**src/rtl/button_conditioner.sv**
```systemverilog
// -----------------------------------------------------------------------------
// button_conditioner
//
// Front-end for the board push-buttons. Every channel is an identical,
// independent copy of:
//   raw pin -> synchroniser -> debounce filter -> registered level
//                                             -> press / release strobes
//                                             -> hold-to-auto-repeat strobes
//
// Ports
//   clk            in   1          system clock (single domain)
//   rst_n          in   1          asynchronous, active-low reset
//   btn_raw        in   N_BTN      raw button pins, asynchronous, 1 = pressed
//   btn_level      out  N_BTN      debounced level, 1 = pressed
//   btn_press      out  N_BTN      1-cycle strobe on debounced 0->1
//   btn_release    out  N_BTN      1-cycle strobe on debounced 1->0
//   btn_repeat     out  N_BTN      1-cycle auto-repeat strobe while held
//   dbg_rpt_state  out  2*N_BTN    repeat FSM state of each channel,
//                                  channel i at [2*i +: 2]
//                                  (0 = IDLE, 1 = HOLD, 2 = RPT)
//
// Handshake: there is none. Strobes are fire-and-forget single-cycle pulses
// with no ready/acknowledge; a consumer must sample them on every clock.
//
// All outputs are registered; nothing from btn_raw reaches an output
// without passing through the synchroniser and the output flops.
// -----------------------------------------------------------------------------
module button_conditioner #(
  parameter int N_BTN           = 5,
  parameter int SYNC_STAGES     = 2,
  parameter int DEBOUNCE_CYCLES = 16,
  parameter int REPEAT_EN       = 1,
  parameter int HOLD_CYCLES     = 64,
  parameter int REPEAT_CYCLES   = 16
) (
  input  logic               clk,
  input  logic               rst_n,
  input  logic [N_BTN-1:0]   btn_raw,
  output logic [N_BTN-1:0]   btn_level,
  output logic [N_BTN-1:0]   btn_press,
  output logic [N_BTN-1:0]   btn_release,
  output logic [N_BTN-1:0]   btn_repeat,
  output logic [2*N_BTN-1:0] dbg_rpt_state
);

  // One counter width serves every per-channel counter. The counters are
  // cleared by the state rules before they can reach their maximum, so
  // they never wrap.
  localparam int MAX_AB = (DEBOUNCE_CYCLES > HOLD_CYCLES) ? DEBOUNCE_CYCLES : HOLD_CYCLES;
  localparam int MAX_C  = (MAX_AB > REPEAT_CYCLES) ? MAX_AB : REPEAT_CYCLES;
  localparam int CW     = $clog2(MAX_C + 1);

  localparam logic [CW-1:0] DB_LAST   = CW'(DEBOUNCE_CYCLES - 1);
  localparam logic [CW-1:0] HOLD_LAST = CW'(HOLD_CYCLES - 1);
  localparam logic [CW-1:0] RPT_LAST  = CW'(REPEAT_CYCLES - 1);
  localparam logic [CW-1:0] CNT_ONE   = CW'(1);

  typedef enum logic [1:0] {
    ST_IDLE = 2'd0,
    ST_HOLD = 2'd1,
    ST_RPT  = 2'd2
  } rpt_state_e;

  for (genvar i = 0; i < N_BTN; i++) begin : g_ch

    logic [SYNC_STAGES-1:0] sync_q;
    logic                   s;

    logic [CW-1:0]          db_cnt_q, db_cnt_d;
    logic                   level_q, level_d;
    logic                   toggle;

    logic                   press_q, press_d;
    logic                   release_q, release_d;
    logic                   repeat_q, repeat_d;

    rpt_state_e             state_q, state_d;
    logic [CW-1:0]          rpt_cnt_q, rpt_cnt_d;

    // -------------------------------------------------------------------
    // Synchroniser: sync_q[0] is the metastability-catching flop, the
    // last stage is the first value the rest of the channel may look at.
    // -------------------------------------------------------------------
    always_ff @(posedge clk or negedge rst_n) begin
      if (!rst_n) begin
        sync_q <= '0;
      end else begin
        sync_q <= {sync_q[SYNC_STAGES-2:0], btn_raw[i]};
      end
    end

    assign s = sync_q[SYNC_STAGES-1];

    // -------------------------------------------------------------------
    // Debounce: count consecutive cycles in which the synchronised input
    // disagrees with the accepted level. Any agreeing cycle restarts the
    // count, so a bounce shorter than DEBOUNCE_CYCLES never gets through.
    // The level flips on the cycle the count would reach DEBOUNCE_CYCLES.
    // -------------------------------------------------------------------
    always_comb begin
      db_cnt_d = '0;
      level_d  = level_q;
      toggle   = 1'b0;
      if (s != level_q) begin
        if (db_cnt_q == DB_LAST) begin
          toggle  = 1'b1;
          level_d = ~level_q;
        end else begin
          db_cnt_d = db_cnt_q + CNT_ONE;
        end
      end
    end

    // Strobes are registered alongside the level so they show up in the
    // same cycle the level first carries its new value.
    assign press_d   = toggle & ~level_q;
    assign release_d = toggle &  level_q;

    // -------------------------------------------------------------------
    // Auto-repeat FSM. Entering HOLD on the press cycle with a cleared
    // counter places the first repeat exactly HOLD_CYCLES after the press
    // strobe, so it can never coincide with it. A release wins over a
    // repeat that would otherwise fall in the same cycle.
    // -------------------------------------------------------------------
    always_comb begin
      state_d   = state_q;
      rpt_cnt_d = rpt_cnt_q;
      repeat_d  = 1'b0;
      unique case (state_q)
        ST_IDLE: begin
          rpt_cnt_d = '0;
          if ((REPEAT_EN != 0) && press_d) begin
            state_d = ST_HOLD;
          end
        end
        ST_HOLD: begin
          if (release_d) begin
            state_d   = ST_IDLE;
            rpt_cnt_d = '0;
          end else if (rpt_cnt_q == HOLD_LAST) begin
            repeat_d  = 1'b1;
            state_d   = ST_RPT;
            rpt_cnt_d = '0;
          end else begin
            rpt_cnt_d = rpt_cnt_q + CNT_ONE;
          end
        end
        ST_RPT: begin
          if (release_d) begin
            state_d   = ST_IDLE;
            rpt_cnt_d = '0;
          end else if (rpt_cnt_q == RPT_LAST) begin
            repeat_d  = 1'b1;
            rpt_cnt_d = '0;
          end else begin
            rpt_cnt_d = rpt_cnt_q + CNT_ONE;
          end
        end
        default: begin
          state_d   = ST_IDLE;
          rpt_cnt_d = '0;
        end
      endcase
    end

    // -------------------------------------------------------------------
    // Channel state registers
    // -------------------------------------------------------------------
    always_ff @(posedge clk or negedge rst_n) begin
      if (!rst_n) begin
        db_cnt_q  <= '0;
        level_q   <= 1'b0;
        press_q   <= 1'b0;
        release_q <= 1'b0;
        repeat_q  <= 1'b0;
        state_q   <= ST_IDLE;
        rpt_cnt_q <= '0;
      end else begin
        db_cnt_q  <= db_cnt_d;
        level_q   <= level_d;
        press_q   <= press_d;
        release_q <= release_d;
        repeat_q  <= repeat_d;
        state_q   <= state_d;
        rpt_cnt_q <= rpt_cnt_d;
      end
    end

    assign btn_level[i]            = level_q;
    assign btn_press[i]            = press_q;
    assign btn_release[i]          = release_q;
    assign btn_repeat[i]           = repeat_q;
    assign dbg_rpt_state[2*i +: 2] = state_q;

  end : g_ch

endmodule

```
**config.mk**
```make
export PLATFORM = sky130hd
export DESIGN_NAME = button_conditioner
export DESIGN_NICKNAME = d
export VERILOG_FILES = /design/src/rtl/button_conditioner.sv
export SDC_FILE = /design/constraint.sdc
export NUM_CORES = 1
export LEC_CHECK = 0
export ABC_AREA = 1
export ABC_CLOCK_PERIOD_IN_PS = 1560
export CELL_PAD_IN_SITES_DETAIL_PLACEMENT = 1
export CELL_PAD_IN_SITES_GLOBAL_PLACEMENT = 2
export CORE_ASPECT_RATIO = 1.25
export CORE_MARGIN = 2
export CORE_UTILIZATION = 37
export DETAILED_ROUTE_END_ITERATION = 12
export PLACE_DENSITY = 0.78
export SETUP_SLACK_MARGIN = 0.1
export SYNTH_ARGS = -nofsm -noshare
export SYNTH_HDL_FRONTEND = slang
export SYNTH_SLANG_ARGS = --single-unit
export TNS_END_PERCENT = 20
```
**constraint.sdc**
```tcl
create_clock -name clk -period 1.56 [get_ports clk]
set_input_delay 0.156 -clock clk [delete_from_list [all_inputs] [get_ports clk]]
set_output_delay 0.156 -clock clk [all_outputs]
set_load 0.05 [all_outputs]
```
==> results of run 1 <==
-- per-layer routing --
metal,share of wire [%],up-vias,global-route usage [%]
li1,-,1972,-
met1,42,1962,17.4
met2,53,29,26.4
met3,2.1,15,2.47
met4,2.2,0,6.87
met5,0,-,0
-- kinds of logic after synthesis --
| family | synth area share (%) |
|---|---|
| AO/OA/AOI/OAI | 3.95 |
| flip-flops | 50.2 |
| AND/OR/NAND/NOR | 27.2 |
| XOR/XNOR | 3.68 |
| buffers and inverters | 9.25 |
| adder cells (fa/ha/maj) | 5.71 |
-- power groups by stage --
stage | clock network, µW | registers (µW) | logic, µW
after floorplan | 0 | 2970 | 68.2
after global placement | 0 | 2980 | 173
after detailed placement | 0 | 2980 | 183
after CTS | 2230 | 2930 | 191
after global routing | 2320 | 2940 | 252
final | 2130 | 2940 | 216
-- how the worst min path moves through the flow --
stage / from / end / cells past startpoint
finish: rst_n / g_ch[1].db_cnt_q[4] / 2
global route: btn_raw[0] / g_ch[0].sync_q[0] / 1
CTS: btn_raw[0] / g_ch[0].sync_q[0] / 1
detailed placement: rst_n / g_ch[1].db_cnt_q[4] / 1
global placement: rst_n / g_ch[1].db_cnt_q[3] / 1
floorplan: rst_n / g_ch[0].db_cnt_q[0] / 0
-- cells in the final DEF (no fill, tap or decap), types with 6 or more instances in the layout --
master and instances:
nand3_1 23, nand3_2 9, clkbuf_16 9, nor3_1 10, buf_4 50, xor2_1 22, ha_1 17, nand2_1 79
nand3_4 10, nand4_1 12, dfrtp_1 110, a31oi_1 6, a21oi_1 10, nand2_4 12, nand2_2 17, nor2_4 8
nor3b_1 11, nor2_1 86, nor2_2 11, inv_2 7, o21ai_0 9, inv_1 88
-- layout make-up --
cell class	instances	area, µm²	area share [%]
clock buffer	11	233	3.56
clock inverter	5	36.3	0.555
inverter	95	357	5.46
multi-input combinational	379	2460	37.6
sequential	110	2750	42.1
tap	178	223	3.41
timing repair buffer	58	475	7.28
-- flip-flops by register name (all words and copies together), names as in the netlist --
register	cells
g_ch.state_q	10
g_ch.repeat_q	5
g_ch.db_cnt_q	35
g_ch.press_q	5
g_ch.release_q	5
g_ch.level_q	5
g_ch.rpt_cnt_q	35
g_ch.sync_q	10
-- per-stage QoR --
step | instances | hold WS (ps) | worst slack, ps | utilization (%) | total power, µW
floorplan | 604 | -140 | 142 | - | 3040
global placement | 801 | 67.4 | 88.8 | 40.8 | 3150
detailed placement | 801 | 66.3 | 62.5 | 40.8 | 3170
CTS | 823 | 221 | 70.8 | 43.4 | 5350
global route | 836 | 231 | 19.0 | 45.4 | 5520
finish | 836 | 230 | 100 | 45.4 | 5290
-- timing repair --
| action | 4_1_cts | 5_1_grt |
|---|---|---|
| pin swaps | 3 | 19 |
| resized for setup | 10 | 41 |
| buffers inserted | 5 | 13 |
| setup endpoints to repair | 42 | 63 |
| hold buffers | 1 | 0 |
| hold endpoints to repair | 46 | 0 |
==> results.cfg, run 1 <==
[logic_synthesis]
synth_common_cells = dfrtp_1 (110), nor2_1 (90), inv_1 (89)
synth.avg_cell_area_um2 = 9.07
yosysWarnings = 0
async_reset_ff_share_pct = 100
ys.flop_type = dfrtp_1
synth_edf_count = 0
yosys.area.top_type_share_pct = 50.2
ys_ff_latch = 110
yosysUniqueCellTypes = 30
yosys.area.top_type = dfrtp_1
yosys-top-cells-area = dfrtp_1 (50%), nor2_1 (6.2%), inv_1 (6.1%)
ys_seq_area_share_pct = 50.2
synth_nets = 636
post-synth-top-count-cell = dfrtp_1
syn-cell-area_mm2 = 0.00548
synthCells = 604

[critical_path]
worstPathRequired_ps = 1810
endpoint = g_ch[0].state_q[0]
startpoint_type = register
path_cells = ha_4, nand2_4, nor2_4, inv_2, nor2_4, nand2_2, nand2_2, nand3_2, nand2_2, nand2_2
critPathBufInv = 1
cpPeakStageDelay_ps = 410
r2r_slack_ps = 100
critPathArrivalTime_ps = 1710
cpMostUsedCell = nand2_2
timing.rr.start = g_ch[0].db_cnt_q[1]
critPathTopFamily = simple AND/OR/NAND/NOR gates
setup.worst_path.start = g_ch[0].db_cnt_q[1]
worst-setup-path-type = register to register
cp_slowest_cell = dfrtp_1
path_depth = 10
reg2regPathDepth = 10
cp_max_fo = 4
cp-end-kind = register
r2r_end = g_ch[0].state_q[0]

[power]
power.leakage_uw = 0.00321
p_seq_share_pct = 55.6
share_comb_of_total_power_pct = 4.1
powerDensity_mw_per_mm2 = 809
power_switching_uw = 1220
power.share.clock_pct = 40.3
netSwitchingFraction_pct = 23.0
cellInternalPower_uw = 4070
max-vdd-ir-drop_uv = 700

[sta]
finalSetupTns_ps = 0
setup_viol = 0
hold_viol_final = 0
period_share_pct = 93.6
rsz0062_at_grt = yes
drv_slew = 0
max_clock_freq_mhz = 685
skew_ps = 11.0
max-slew-margin-rel_pct = 70.8
worst_pin_slew_ps = 436
period_minus_slack_ps = 1460

[clocking]
cts.clk_slew.worst_paths_ps = 70
numClockSinks = 110
cts_buffers = 9
cts_tree = yes
root_buffer = clkbuf_16
clockBufferDepth = 2
htree_levels = 3
worstSkewPairLatency_ps = 360

[floorplanning]
num_rows = 49
ios = 37
dieArea_mm2 = 0.0158
initial_utilization_pct = 38.0
chipHeight_um = 140
die_x_um = 113
core_mm2 = 0.0144

[final_layout]
n_antenna_cell = 0
design_area_mm2 = 0.00654
syn_to_final_growth_pct = 19.2
layout.nets = 685
fill_cells = 1647
drive_gt1_share_pct = 23.1

[placed_design]
portBuffers = 36
placed_cell_area_mm2 = 0.00588
gp_congestion = 0.763
dp_hpwl_mm = 8.16

[grt]
grt_antenna_before_repair = 0
gr-usage-all-layers_pct = 14.8
grt_pass1_vias = 4203
grt_max_degree = 41
grt_pass1_wl_mm = 19.0
grt_remaining_overflow = 0

[detailed_routing]
drt_wl_total_mm = 11.2
vias_per_cell = 4.76
avgRoutedWirePerCell_um = 13.4
final_antenna_net_count = 0
first_pass_iters = 4
first_iter_violations = 89
vias = 3978
drcViolationCount = 0

[hold_path]
hold_class = input pin to asynchronous set/reset pin

[run]
max_cap_violations = 0

[status]
status = finished clean
Note: power is estimated with default switching activity, not from simulation.
==> run 2, diff against run 1 <==
--- a/config.mk
+++ b/config.mk
@@ -11,9 +11,12 @@
 export CELL_PAD_IN_SITES_GLOBAL_PLACEMENT = 2
 export CORE_ASPECT_RATIO = 1.25
 export CORE_MARGIN = 2
-export CORE_UTILIZATION = 37
+export CORE_UTILIZATION = 38
+export CTS_BUF_LIST = sky130_fd_sc_hd__clkbuf_8
 export DETAILED_ROUTE_END_ITERATION = 12
-export PLACE_DENSITY = 0.78
+export HOLD_SLACK_MARGIN = 0.12
+export PLACE_DENSITY = 0.8
+export RECOVER_POWER = 50
 export SETUP_SLACK_MARGIN = 0.1
 export SYNTH_ARGS = -nofsm -noshare
 export SYNTH_HDL_FRONTEND = slang
==> results.cfg, run 2 (same netlist as run 1, synthesis figures left out) <==
[placed_design]
gp_congestion = 0.796
dp_hpwl_mm = 8.20
portBuffers = 36
placed_cells = 802

[sta]
period_share_pct = 92.5
max_clock_freq_mhz = 693
max-slew-margin-rel_pct = 47.3
drv_slew = 0
worst_pin_slew_ps = 790
finalSetupTns_ps = 0
skew_ps = 17.5
hold_slack_ps = 312
rsz0062_at_grt = yes
period_minus_slack_ps = 1440
setup_viol = 0
hold_viol_final = 0

[grt]
grt_remaining_overflow = 0
grt_pass1_wl_mm = 18.9
grt_antenna_before_repair = 0
grt_pass1_vias = 4246
gr-usage-all-layers_pct = 14.9
grt_max_degree = 39

[power]
power.leakage_uw = 0.00311
powerDensity_mw_per_mm2 = 810
max-vdd-ir-drop_uv = 404

[clocking]
clockBufferDepth = 2
worstSkewPairLatency_ps = 390
cts_tree = yes
root_buffer = clkbuf_8
numClockSinks = 110
htree_levels = 3
cts.clk_slew.worst_paths_ps = 120
cts_buffers = 9

[detailed_routing]
drt_wl_total_mm = 10.9
avgRoutedWirePerCell_um = 13.1
final_antenna_net_count = 0
drcViolationCount = 0
vias_per_cell = 4.73
first_pass_iters = 3
first_iter_violations = 72
vias = 3934

[critical_path]
cp-end-kind = register
cp_max_fo = 4
setup.worst_path.start = g_ch[0].db_cnt_q[0]
worstPathRequired_ps = 1860
critPathTopFamily = simple AND/OR/NAND/NOR gates
startpoint_type = register
worst-setup-path-type = register to register
path_cells = ha_2, nand2_2, nor2_4, inv_2, nor2_4, nand2_2, nand2_2, nand3_2, nand2_1, nand2_1
cpMostUsedCell = nand2_2
cpPeakStageDelay_ps = 390
timing.rr.start = g_ch[0].db_cnt_q[0]
critPathBufInv = 1
critPathArrivalTime_ps = 1750
cp_slowest_cell = dfrtp_1

[run]
max_cap_violations = 0

[final_layout]
fill_cells = 1700
final_common_cell = dfrtp_1
final_cell_mix = dfrtp_1 (110), nor2_1 (90), inv_1 (89)
layoutNonFillerInstCount = 831
layout.nets = 680
drive_gt1_share_pct = 19.8
syn_to_final_growth_pct = 14.6
reg_top3 = g_ch.db_cnt_q (35), g_ch.rpt_cnt_q (35)
n_antenna_cell = 0

[floorplanning]
ios = 37
dieArea_mm2 = 0.0154
chipHeight_um = 138
core_mm2 = 0.0142
initial_utilization_pct = 38.5
die_x_um = 111
num_rows = 49

[hold_path]
hold_class = input pin to register
worstHoldStart = btn_raw[2]

[status]
status = finished clean
==> run 2: routing by layer <==
metal	track usage, %	wire, µm	vias to the layer above	share of wire (%)
met5	0	0	-	0
met4	5.85	193	0	1.8
met3	2.67	275	12	2.5
met2	27.3	5790	30	53
met1	17.1	4610	1934	42
li1	-	-	1958	-
==> run 2: final timing paths <==
| check | depth (start not counted) | to | slack [ps] |
|---|---|---|---|
| min in group asynchronous | 2 | g_ch[1].rpt_cnt_q[6] | 380 |
| max in group asynchronous | 3 | g_ch[2].rpt_cnt_q[5] | 290 |
| hold / removal | 1 | g_ch[2].sync_q[0] | 310 |
| hold reg to reg | 0 | g_ch[4].sync_q[1] | 360 |
| setup / recovery | 10 | g_ch[0].state_q[1] | 120 |
| setup reg to reg | 10 | g_ch[0].state_q[1] | 120 |
==> run 2: worst register-to-register path, cell delays in order (launching register included) <==
cell and delay, ps:
dfrtp_1 390, ha_2 190, nand2_2 70, nor2_4 170, inv_2 70, nor2_4 140
nand2_2 70, nand2_2 90, nand3_2 70, nand2_1 60, nand2_1 40
==> run 2: repair_timing <==
item                       in CTS  in global routing
hold buffers                    1                  0
gates resized for setup         3                 18
hold endpoints to repair      105                  0
setup endpoints to repair      36                 57
pin swaps                       1                 10
buffers inserted                2                 10
==> run 2: layout make-up <==
| cell class | count | area (µm²) | share of cell area, % |
|---|---|---|---|
| well taps | 178 | 223 | 3.55 |
| clock inverters | 6 | 93.8 | 1.49 |
| repair buffers | 53 | 408 | 6.50 |
| multi-input cells | 379 | 2310 | 36.8 |
| inverters | 95 | 357 | 5.68 |
| clock buffers | 10 | 138 | 2.19 |
| flip-flops and latches | 110 | 2750 | 43.8 |
==> run 2: metrics by stage <==
stage	util, %	cell area (µm²)	setup WS, ps	power [µW]
after global routing	44.2	6280	-18.2	5300
final	44.2	6280	117	5090
after detailed placement	41.5	5900	80.3	3160
after CTS	43.4	6170	83.0	5200
after global placement	41.5	5900	111	3150
after floorplan	-	5480	142	3040
==> run 2: power breakdown <==
part	total (µW)	internal, µW	leakage, µW	switching (µW)
clock network	1990	960	0.000113	1030
registers	2930	2890	0.00150	32.3
logic	173	57.8	0.00150	116
==> run 3, diff against run 2 <==
--- a/config.mk
+++ b/config.mk
@@ -5,17 +5,16 @@
 export SDC_FILE = /design/constraint.sdc
 export NUM_CORES = 1
 export LEC_CHECK = 0
-export ABC_AREA = 1
 export ABC_CLOCK_PERIOD_IN_PS = 1560
 export CELL_PAD_IN_SITES_DETAIL_PLACEMENT = 1
 export CELL_PAD_IN_SITES_GLOBAL_PLACEMENT = 2
 export CORE_ASPECT_RATIO = 1.25
 export CORE_MARGIN = 2
-export CORE_UTILIZATION = 38
+export CORE_UTILIZATION = 41
 export CTS_BUF_LIST = sky130_fd_sc_hd__clkbuf_8
 export DETAILED_ROUTE_END_ITERATION = 12
 export HOLD_SLACK_MARGIN = 0.12
-export PLACE_DENSITY = 0.8
+export PLACE_DENSITY = 0.82
 export RECOVER_POWER = 50
 export SETUP_SLACK_MARGIN = 0.1
 export SYNTH_ARGS = -nofsm -noshare
==> results.cfg, run 3 <==
[logic_synthesis]
synthCells = 486
syn-cell-area_mm2 = 0.00526
synth_common_cells = dfrtp_1 (110), nor2_1 (71), xor2_1 (29)
yosysUniqueCellTypes = 46
yosys.area.top_type = dfrtp_1
yosysWarnings = 0
ys.flop_type = dfrtp_1
ys_ff_latch = 110
yosys-top-cells-area = dfrtp_1 (52%), ha_1 (5.9%), nor2_1 (5.1%)
synth_edf_count = 0
yosys.area.top_type_share_pct = 52.3
async_reset_ff_share_pct = 100
synth.avg_cell_area_um2 = 10.8
ys_seq_area_share_pct = 52.3
post-synth-top-count-cell = dfrtp_1
synth_nets = 518

[final_layout]
design_area_mm2 = 0.00694
final_cell_mix = buf_4 (109), dfrtp_1 (100), nor2_1 (61)
final_common_cell = buf_4
drive_gt1_share_pct = 38.4
fill_cells = 1354
reg_top3 = g_ch.db_cnt_q (35), g_ch.rpt_cnt_q (35)
layout.nets = 628
n_antenna_cell = 0
syn_to_final_growth_pct = 31.8

[status]
violations = negative setup slack
status = complete, but fails checks

[grt]
grt_remaining_overflow = 0
gr-usage-all-layers_pct = 18.2
grt_max_degree = 42
grt_pass1_vias = 4296
grt_antenna_before_repair = 0
grt_pass1_wl_mm = 20.1

[critical_path]
critPathBufInv = 0
reg2regPathDepth = 5
path_cells = ha_2, or4b_4, nor2_4, or3_4, nor2_1
critPathTopFamily = simple AND/OR/NAND/NOR gates
cpPeakStageDelay_ps = 510
timing.rr.start = g_ch[3].db_cnt_q[1]
worstPathRequired_ps = 1850
setup.worst_path.start = g_ch[3].db_cnt_q[1]
cp_slowest_cell = or4b_4
cp-end-kind = register
r2r_end = g_ch[3].rpt_cnt_q[3]
r2r_slack_ps = -50
worst-setup-path-type = register to register
critPathArrivalTime_ps = 1900
cp_max_fo = 6
startpoint_type = register

[floorplanning]
core_mm2 = 0.0126
num_rows = 46
die_x_um = 105
ios = 37
dieArea_mm2 = 0.0138
chipHeight_um = 131
initial_utilization_pct = 41.7

[detailed_routing]
first_pass_iters = 4
avgRoutedWirePerCell_um = 15.6
drcViolationCount = 0
final_antenna_net_count = 0
first_iter_violations = 72
vias = 3943
drt_wl_total_mm = 12.0
vias_per_cell = 5.13

[sta]
setup_viol = 41
layout_setup_ws_ps = -45.7
worst_pin_slew_ps = 779
drv_slew = 0
max_clock_freq_mhz = 623
period_minus_slack_ps = 1610
period_share_pct = 103
hold_viol_final = 0
max-slew-margin-rel_pct = 48.1
finalSetupTns_ps = -979
rsz0062_at_grt = yes
skew_ps = 14.5
hold_slack_ps = 305

[hold_path]
hold_class = input pin to register
worstHoldStart = btn_raw[4]
min_path_cells = 1
holdPathEnd = g_ch[4].sync_q[0]

[placed_design]
portBuffers = 36
gp_congestion = 0.803
placed_cell_area_mm2 = 0.00627
dp_hpwl_mm = 8.33

[clocking]
clockBufferDepth = 2
numClockSinks = 110
worstSkewPairLatency_ps = 390
cts.clk_slew.worst_paths_ps = 110
cts_buffers = 9
root_buffer = clkbuf_8
cts_tree = yes
htree_levels = 3

[power]
powerDensity_mw_per_mm2 = 723
power.leakage_uw = 0.00303
max-vdd-ir-drop_uv = 409
finalPower_uw = 5010

[run]
max_cap_violations = 0
## run 3: changes by cell type after synthesis, sizes merged, moves of 7 or more
cell,delta
or3,+8
nor2,-32
xor2,+7
xnor2,+22
and3,+9
inv,-75
nand2,-85
nand4b,+17
nand4,-10
nand3,-14
nor3b,-7
## run 3: cell type report
class	count	area (µm²)	area share (%)
inverter	20	85.1	1.23
sequential	110	2770	39.9
clock buffer	9	124	1.79
multi-input combinational	332	2720	39.2
tap	168	210	3.03
clock inverter	7	72.6	1.05
timing repair buffer	123	958	13.8
## run 3: metal layers
metal	routed length (µm)	track usage (%)	up-vias	share of wire, %
met2	6590	34.3	34	55
met4	262	8.31	0	2.2
li1	-	-	1883	-
met3	220	2.48	15	1.8
met1	4950	20.5	2011	41
met5	0	0	-	0
## run 3: repair_timing
action,CTS,global route
cloned,0,0
endpoints found under the hold margin,100,0
hold buffers,1,0
setup buffers,11,14
setup endpoints to repair,78,85
pin swaps,24,24
gates resized for setup,39,37
## run 3: power by group
| part | leakage [µW] | switching (µW) | internal (µW) | total [µW] |
|---|---|---|---|---|
| Sequential | 0.00148 | 40.5 | 2890 | 2930 |
| Clock | 0.0000956 | 1030 | 746 | 1780 |
| Combinational | 0.00145 | 156 | 145 | 300 |
## run 3: cells by family (layout without fill, tap and decap cells)
family	Yosys count	in the layout	share of synthesized area (%)
AND/OR/NAND/NOR	200	200	20.9
flip-flops	110	110	52.3
XOR/XNOR	52	52	8.66
AO/OA/AOI/OAI	50	50	6.49
buffers and inverters	44	159	4.61
adder cells (fa/ha/maj)	25	25	5.95
multiplexers	5	5	1.07
## run 3: how the worst max path moves through the flow
stage	to	slack, ps	cells after the start
after global placement	g_ch[2].state_q[1]	-50	5
after CTS	g_ch[1].rpt_cnt_q[4]	-90	5
after floorplan	g_ch[4].rpt_cnt_q[4]	-60	7
final	g_ch[3].rpt_cnt_q[3]	-50	5
after detailed placement	g_ch[1].state_q[1]	-130	5
after global routing	g_ch[1].state_q[0]	-150	5
## run 3: metrics by stage
| stage | worst slack (ps) | cells | util, % |
|---|---|---|---|
| 5_1_grt | -153 | 769 | 55.0 |
| 2_1_floorplan | -63.8 | 486 | - |
| 4_1_cts | -90.4 | 755 | 53.1 |
| 6_report | -45.7 | 769 | 55.0 |
| 3_5_place_dp | -133 | 727 | 49.7 |
| 3_3_place_gp | -45.1 | 727 | 49.7 |
